===== src/rtl/uart_rx_deframer.sv =====
// UART receive deframer: 16x oversampled 8N1 / 8-parity-1 receiver with a
// small frame FIFO drained over a valid/ready interface. Each FIFO entry
// carries the received byte plus its frame and parity error flags.
module uart_rx_deframer #(
    parameter int FifoDepth  = 4,
    parameter int SyncStages = 2
) (
    input  logic        CLK,
    input  logic        RST,
    input  logic        rx_i,
    input  logic [15:0] baud_div_i,
    input  logic        parity_en_i,
    input  logic        parity_odd_i,
    output logic [7:0]  data_o,
    output logic        frame_err_o,
    output logic        parity_err_o,
    output logic        valid_o,
    input  logic        ready_i,
    output logic        overrun_o,
    output logic        busy_o
);

    localparam int AW = $clog2(FifoDepth);

    typedef enum logic [2:0] {
        IDLE,
        START,
        DATA,
        PARITY,
        STOP
    } state_t;

    state_t state, state_next;

    logic [SyncStages-1:0] sync_q;
    logic                  rxs;

    logic [15:0] div_q;
    logic [15:0] div_eff;
    logic        par_en_q;
    logic        par_odd_q;

    logic [15:0] pre_cnt;
    logic [3:0]  tick_cnt;
    logic [2:0]  bit_cnt;
    logic [7:0]  shift_q;
    logic        par_err_q;
    logic        armed_q;
    logic        tick;

    logic start_det;
    logic start_ok;
    logic data_sample;
    logic par_sample;
    logic push;
    logic push_frame_err;

    logic [9:0]  mem [FifoDepth];
    logic [AW:0] wr_ptr;
    logic [AW:0] rd_ptr;
    logic        full;
    logic        empty;
    logic        pop;
    logic        do_write;

    // Line synchroniser; resets to all ones so the line looks idle
    always_ff @(posedge CLK or posedge RST) begin
        if (RST) begin
            sync_q <= '1;
        end else begin
            sync_q <= {sync_q[SyncStages-2:0], rx_i};
        end
    end

    assign rxs     = sync_q[SyncStages-1];
    assign div_eff = (div_q == 16'd0) ? 16'd1 : div_q;
    assign tick    = (state != IDLE) && (pre_cnt == div_eff - 16'd1);

    // State register
    always_ff @(posedge CLK or posedge RST) begin
        if (RST) begin
            state <= IDLE;
        end else begin
            state <= state_next;
        end
    end

    // Next-state logic: start, data bits, optional parity, stop
    always_comb begin
        state_next = state;
        case (state)
            IDLE: begin
                if (!rxs && armed_q) state_next = START;
            end
            START: begin
                if (tick && tick_cnt == 4'd7) state_next = rxs ? IDLE : DATA;
            end
            DATA: begin
                if (tick && tick_cnt == 4'd15 && bit_cnt == 3'd7)
                    state_next = par_en_q ? PARITY : STOP;
            end
            PARITY: begin
                if (tick && tick_cnt == 4'd15) state_next = STOP;
            end
            STOP: begin
                if (tick && tick_cnt == 4'd15) state_next = IDLE;
            end
            default: state_next = IDLE;
        endcase
    end

    // Per-state strobes that drive the datapath and FIFO
    always_comb begin
        start_det      = (state == IDLE) && !rxs && armed_q;
        start_ok       = (state == START) && tick && (tick_cnt == 4'd7) && !rxs;
        data_sample    = (state == DATA) && tick && (tick_cnt == 4'd15);
        par_sample     = (state == PARITY) && tick && (tick_cnt == 4'd15);
        push           = (state == STOP) && tick && (tick_cnt == 4'd15);
        push_frame_err = ~rxs;
        busy_o         = (state != IDLE);
    end

    // Configuration is frozen at start detect so mid-frame changes are ignored
    always_ff @(posedge CLK or posedge RST) begin
        if (RST) begin
            div_q     <= 16'd0;
            par_en_q  <= 1'b0;
            par_odd_q <= 1'b0;
        end else if (start_det) begin
            div_q     <= baud_div_i;
            par_en_q  <= parity_en_i;
            par_odd_q <= parity_odd_i;
        end
    end

    // Prescaler and 16x tick counter; the tick counter is rebased at mid-start
    always_ff @(posedge CLK or posedge RST) begin
        if (RST) begin
            pre_cnt  <= 16'd0;
            tick_cnt <= 4'd0;
        end else if (start_det || state == IDLE) begin
            pre_cnt  <= 16'd0;
            tick_cnt <= 4'd0;
        end else begin
            pre_cnt <= tick ? 16'd0 : pre_cnt + 16'd1;
            if (start_ok) begin
                tick_cnt <= 4'd0;
            end else if (tick) begin
                tick_cnt <= tick_cnt + 4'd1;
            end
        end
    end

    // Data shift register (LSB first), bit counter and parity check
    always_ff @(posedge CLK or posedge RST) begin
        if (RST) begin
            bit_cnt   <= 3'd0;
            shift_q   <= 8'd0;
            par_err_q <= 1'b0;
        end else if (start_det) begin
            bit_cnt   <= 3'd0;
            par_err_q <= 1'b0;
        end else begin
            if (data_sample) begin
                shift_q <= {rxs, shift_q[7:1]};
                bit_cnt <= bit_cnt + 3'd1;
            end
            if (par_sample) begin
                par_err_q <= (^shift_q) ^ rxs ^ par_odd_q;
            end
        end
    end

    // Break suppression: a frame error disarms start detection until the line is seen high
    always_ff @(posedge CLK or posedge RST) begin
        if (RST) begin
            armed_q <= 1'b1;
        end else if (push && push_frame_err) begin
            armed_q <= 1'b0;
        end else if (state == IDLE && rxs) begin
            armed_q <= 1'b1;
        end
    end

    assign full     = (wr_ptr[AW] != rd_ptr[AW]) && (wr_ptr[AW-1:0] == rd_ptr[AW-1:0]);
    assign empty    = (wr_ptr == rd_ptr);
    assign pop      = valid_o && ready_i;
    assign do_write = push && (!full || pop);

    // FIFO storage and pointers; a push into a full FIFO without a pop is dropped
    always_ff @(posedge CLK or posedge RST) begin
        if (RST) begin
            wr_ptr    <= '0;
            rd_ptr    <= '0;
            overrun_o <= 1'b0;
            for (int i = 0; i < FifoDepth; i++) begin
                mem[i] <= 10'd0;
            end
        end else begin
            overrun_o <= push && full && !pop;
            if (do_write) begin
                mem[wr_ptr[AW-1:0]] <= {push_frame_err, par_err_q, shift_q};
                wr_ptr              <= wr_ptr + 1'b1;
            end
            if (pop) begin
                rd_ptr <= rd_ptr + 1'b1;
            end
        end
    end

    // Head entry is read straight from the storage flops so it holds while stalled
    always_comb begin
        valid_o      = !empty;
        frame_err_o  = mem[rd_ptr[AW-1:0]][9];
        parity_err_o = mem[rd_ptr[AW-1:0]][8];
        data_o       = mem[rd_ptr[AW-1:0]][7:0];
    end

endmodule


===== config.mk =====
export PLATFORM = sky130hd
export DESIGN_NAME = uart_rx_deframer
export DESIGN_NICKNAME = d
export VERILOG_FILES = /design/src/rtl/uart_rx_deframer.sv
export SDC_FILE = /design/constraint.sdc
export NUM_CORES = 1
export LEC_CHECK = 0
export CAP_MARGIN = 30
export CORE_ASPECT_RATIO = 1.4
export CORE_MARGIN = 2
export CORE_UTILIZATION = 40
export DETAILED_ROUTE_END_ITERATION = 8
export PLACE_DENSITY = 0.67
export REMOVE_ABC_BUFFERS = 1
export SYNTH_ARGS = -nofsm -noshare
export SYNTH_HDL_FRONTEND = slang
export SYNTH_SLANG_ARGS = --single-unit

===== constraint.sdc =====
create_clock -name CLK -period 10.32 [get_ports CLK]
set_input_delay 1.548 -clock CLK [delete_from_list [all_inputs] [get_ports CLK]]
set_output_delay 1.548 -clock CLK [all_outputs]
set_load 0.01 [all_outputs]

==> summary.md <==
| Metric | Value |
|---|---|
| PortBufs | 34 |
| Xor/xnor cell area share of the yosys netlist | 7.45% |
| Largest net degree at the start of global routing | 61 |
| Fin util | 46.7% |
| First-pass GRT wire length | 19500 um |
| Critical Path AT | 4850 ps |
| CP delay by family, top | simple AND/OR/NAND/NOR gates |
| Clock skew | 8.78 ps |
| Final nets | 536 |
| Global routing's busiest layer | met2 |
| Setup crit start | div_q[8]$_DFFE_PP0P_ |
| Main combinational cell family by area after synthesis | multiplexers |
| Setup violations, final | 0 |
| Top-level port count | 35 |
| Vias | 3762 |
| WP depth | 12 |
| Startpoint types | flop |
| Buf+Inv Stages, Crit Path | 0 |
| Initial antenna violation count | 0 |
| Clock latency at the later pin of the worst-skew pair | 360 ps |
| CTS tree | built |
| Max-Cap Viols | 0 |
| Pwr dens | 191 mW/mm2 |
| Reg2reg start | div_q[8]$_DFFE_PP0P_ |
| Average wire per standard cell | 16.9 um |
| DP HPWL | 8560 um |
| Crit-path cells | nor2_1 > and4_1 > a21oi_1 > ha_1 > nor4b_2 > a21oi_1 > a2111oi_1 > nand3_1 > nor4_2 > nand3_2 > nor3_2 > mux2_1 |
| Share of layout cells above drive strength 1 | 19.6% |
| Status | complete, no violations |
| Iter 0 DRT Violations | 165 |
| Worst path slowest cell | nor3_2 |
| Number of remaining DRC errors | 0 |
| Number of global-route vias before repair | 3768 |
| Synth warnings | 0 |
| Fin crit period | 4620 ps |
| Gr ovfl total | 0 |
| Non-filler cells, final | 694 |
| # H-tree levels | 3 |
| Number of synthesized flops with an enable pin | 0 |
| Synthesized flop and latch total | 103 |
| Fraction of the mapped netlist area in adder cells | 2.22% |
| GR Util met1 | 18.8% |
| Hold_sp | sync_q[0]$_DFF_PP1_ |
| 1st-pass router iterations | 4 |
| Async set-reset flop share out of synthesis | 100% |
| Resize count post-CTS | 0 |
| Peak supply drop | 0.0995 mV |
| Yosys cell types | 63 |
| Die area | 0.0151 mm2 |
| Most common cell after layout, fill and taps aside | dfrtp_1 |
| # fillers | 1235 |
| Overall Global Routing Usage | 16.5% |
| Core box area | 0.0138 mm2 |
| Hold_buf cts | 0 |
| Register area share after synthesis | 45.7% |
| Max_slew headroom | 40.6% |
| Routability Congestion | 0.892 |
| M2 GR Usage | 30.8% |
| Most frequent cells in the layout | 100 x dfrtp_1, 36 x nor2_1, 34 x clkdlybuf4s50_1, 32 x xnor2_1, 30 x mux2_4 |
| Simple-gate portion of the synthesized area | 15.9% |
| Clock transition at the registers of the reported paths | 70 ps |
| CTS root buffer | clkbuf_16 |
| # diodes | 0 |
| Worst-margin pin slew | 887 ps |
| Dominant synthesized flop cell | dfrtp_1 |
| Max Buffers Root-to-Sink | 2 |
| Critical Path End Type | flop |
| Compound-Gate Fraction of Synth Area | 4.88% |
| Cell area after synthesis | 0.00564 mm2 |
| Cells after synthesis | 475 |
| Die W | 104 um |
| CP most frequent cell | a21oi_1 |
| Hold Crit Class | flop to flop |
| R2R setup slack | 5700 ps |
| Number of cell rows | 51 |
| Final WL | 11800 um |
| Met3 Use GR | 2.12% |
| Placed Cells | 678 |
| Highest clock rate | 0.217 GHz |
| Fin crit share | 44.7% |
| Critical path peak fanout | 11 |
| Vias per cell | 5.42 |
| Mux cell area share after synthesis | 20.8% |
| R2R depth | 12 |
| CTS Sinks | 103 |
| RSZ-0062 raised after global routing | no |
| End of the critical path | shift_q[4]$_DFFE_PP0P_ |
| Critical Path RT | 10560 ps |
| CTS Buf Count | 9 |
| Crit path kind | flop to flop |
| Area Overhead vs Synth | 14.6% |
| Starting density of the core | 40.8% |
| Antenna Nets Post-Route | 0 |
| Setup Buffers After CTS | 0 |
| Die Ht | 145 um |
| Setup TNS Final | 0 ps |
| Final Hold Viols | 0 |
| Largest stage delay, worst path | 880 ps |
| Syn Area/Cell | 11.9 um2 |
| Static Leakage | 2.84 nW |
| Slew Viols, Final | 0 |
| Reg-to-Reg End | shift_q[4]$_DFFE_PP0P_ |
| Worst hold slack | 364 ps |
==> worst reg2reg max path, cell delays in order (launching register included) <==
cell,delay [ps]
dfrtp_1,490
nor2_1,140
and4_1,260
a21oi_1,160
ha_1,220
nor4b_2,520
a21oi_1,150
a2111oi_1,460
nand3_1,150
nor4_2,220
nand3_2,460
nor3_2,880
mux2_1,390
==> Yosys cell counts, types with 4 or more instances <==
cell type | count | area, um2
dfrtp_1 | 100 | 2500
nor2_1 | 36 | 135
xnor2_1 | 32 | 280
mux2_4 | 30 | 450
nand3_1 | 26 | 130
nand2_1 | 24 | 90.1
mux2_1 | 19 | 214
mux2_2 | 19 | 214
inv_1 | 17 | 63.8
xor2_1 | 16 | 140
nor3_1 | 12 | 60.1
ha_1 | 10 | 125
mux4_2 | 10 | 225
a21oi_1 | 9 | 45.0
clkbuf_1 | 9 | 33.8
nand4_1 | 9 | 56.3
and3_1 | 8 | 50.1
mux2i_1 | 7 | 70.1
buf_2 | 5 | 25.0
and4_1 | 4 | 35.0
nand2b_1 | 4 | 25.0
nor4_2 | 4 | 50.1
o21ai_1 | 4 | 20.0
==> area by class of cell <==
class | instances | area (um2) | area share [%]
Sequential cell | 103 | 2580 | 39.9
Clock inverter | 5 | 66.3 | 1.03
Timing Repair Buffer | 37 | 383 | 5.92
Inverter | 17 | 66.3 | 1.03
Multi-Input combinational cell | 336 | 2890 | 44.8
Clock buffer | 11 | 243 | 3.75
Tap cell | 185 | 231 | 3.58
==> worst min-delay path by stage <==
stage / end / slack [ps] / cells after the start
2_1_floorplan: sync_q[1]$_DFF_PP1_ / 350 / 0
3_3_place_gp: sync_q[1]$_DFF_PP1_ / 350 / 0
3_5_place_dp: sync_q[1]$_DFF_PP1_ / 350 / 0
4_1_cts: sync_q[1]$_DFF_PP1_ / 370 / 0
5_1_grt: sync_q[1]$_DFF_PP1_ / 370 / 0
6_report: sync_q[1]$_DFF_PP1_ / 360 / 0
==> kinds of logic (layout without fill, tap and decap cells) <==
family                   Yosys count  in the layout
flip-flops                       103            103
AND/OR/NAND/NOR                  154            154
buffers and inverters             36             70
AO/OA/AOI/OAI                     39             39
adder cells (fa/ha/maj)           10             10
XOR/XNOR                          48             48
multiplexers                      85             85
==> per-layer routing <==
metal / up-vias / share of wire [%] / routed length [um]
li1: 1757 / - / -
met1: 1908 / 42 / 4900
met2: 74 / 53 / 6280
met3: 23 / 2.3 / 269
met4: 0 / 2.6 / 310
met5: - / 0 / 0
==> state kept, by name, summed over array words and instances, names as in the netlist <==
register / count
par_en_q: 1
tick_cnt: 4
state: 3
div_q: 16
wr_ptr: 3
bit_cnt: 3
shift_q: 8
rd_ptr: 3
par_err_q: 1
armed_q: 1
par_odd_q: 1
sync_q: 2
pre_cnt: 16
mem: 40
overrun_o: 1
==> report_power, final <==
group	total, mW	leakage (nW)	internal, mW	switching [mW]
registers	0.574	1.37	0.456	0.118
clock network	0.357	0.148	0.198	0.159
logic	0.307	1.32	0.164	0.143
total	1.24	2.84	0.818	0.419
==> stage by stage <==
| stage | power [mW] | setup WS (ps) | area [um2] |
|---|---|---|---|
| finish | 1.24 | 5700 | 6460 |
| CTS | 1.24 | 5720 | 6460 |
| detailed placement | 0.888 | 5740 | 6160 |
| global route | 1.30 | 5330 | 6460 |
| global placement | 0.880 | 5910 | 6130 |
| floorplan | 0.787 | 6070 | 5540 |
Note: power is estimated with default switching activity, not from simulation.
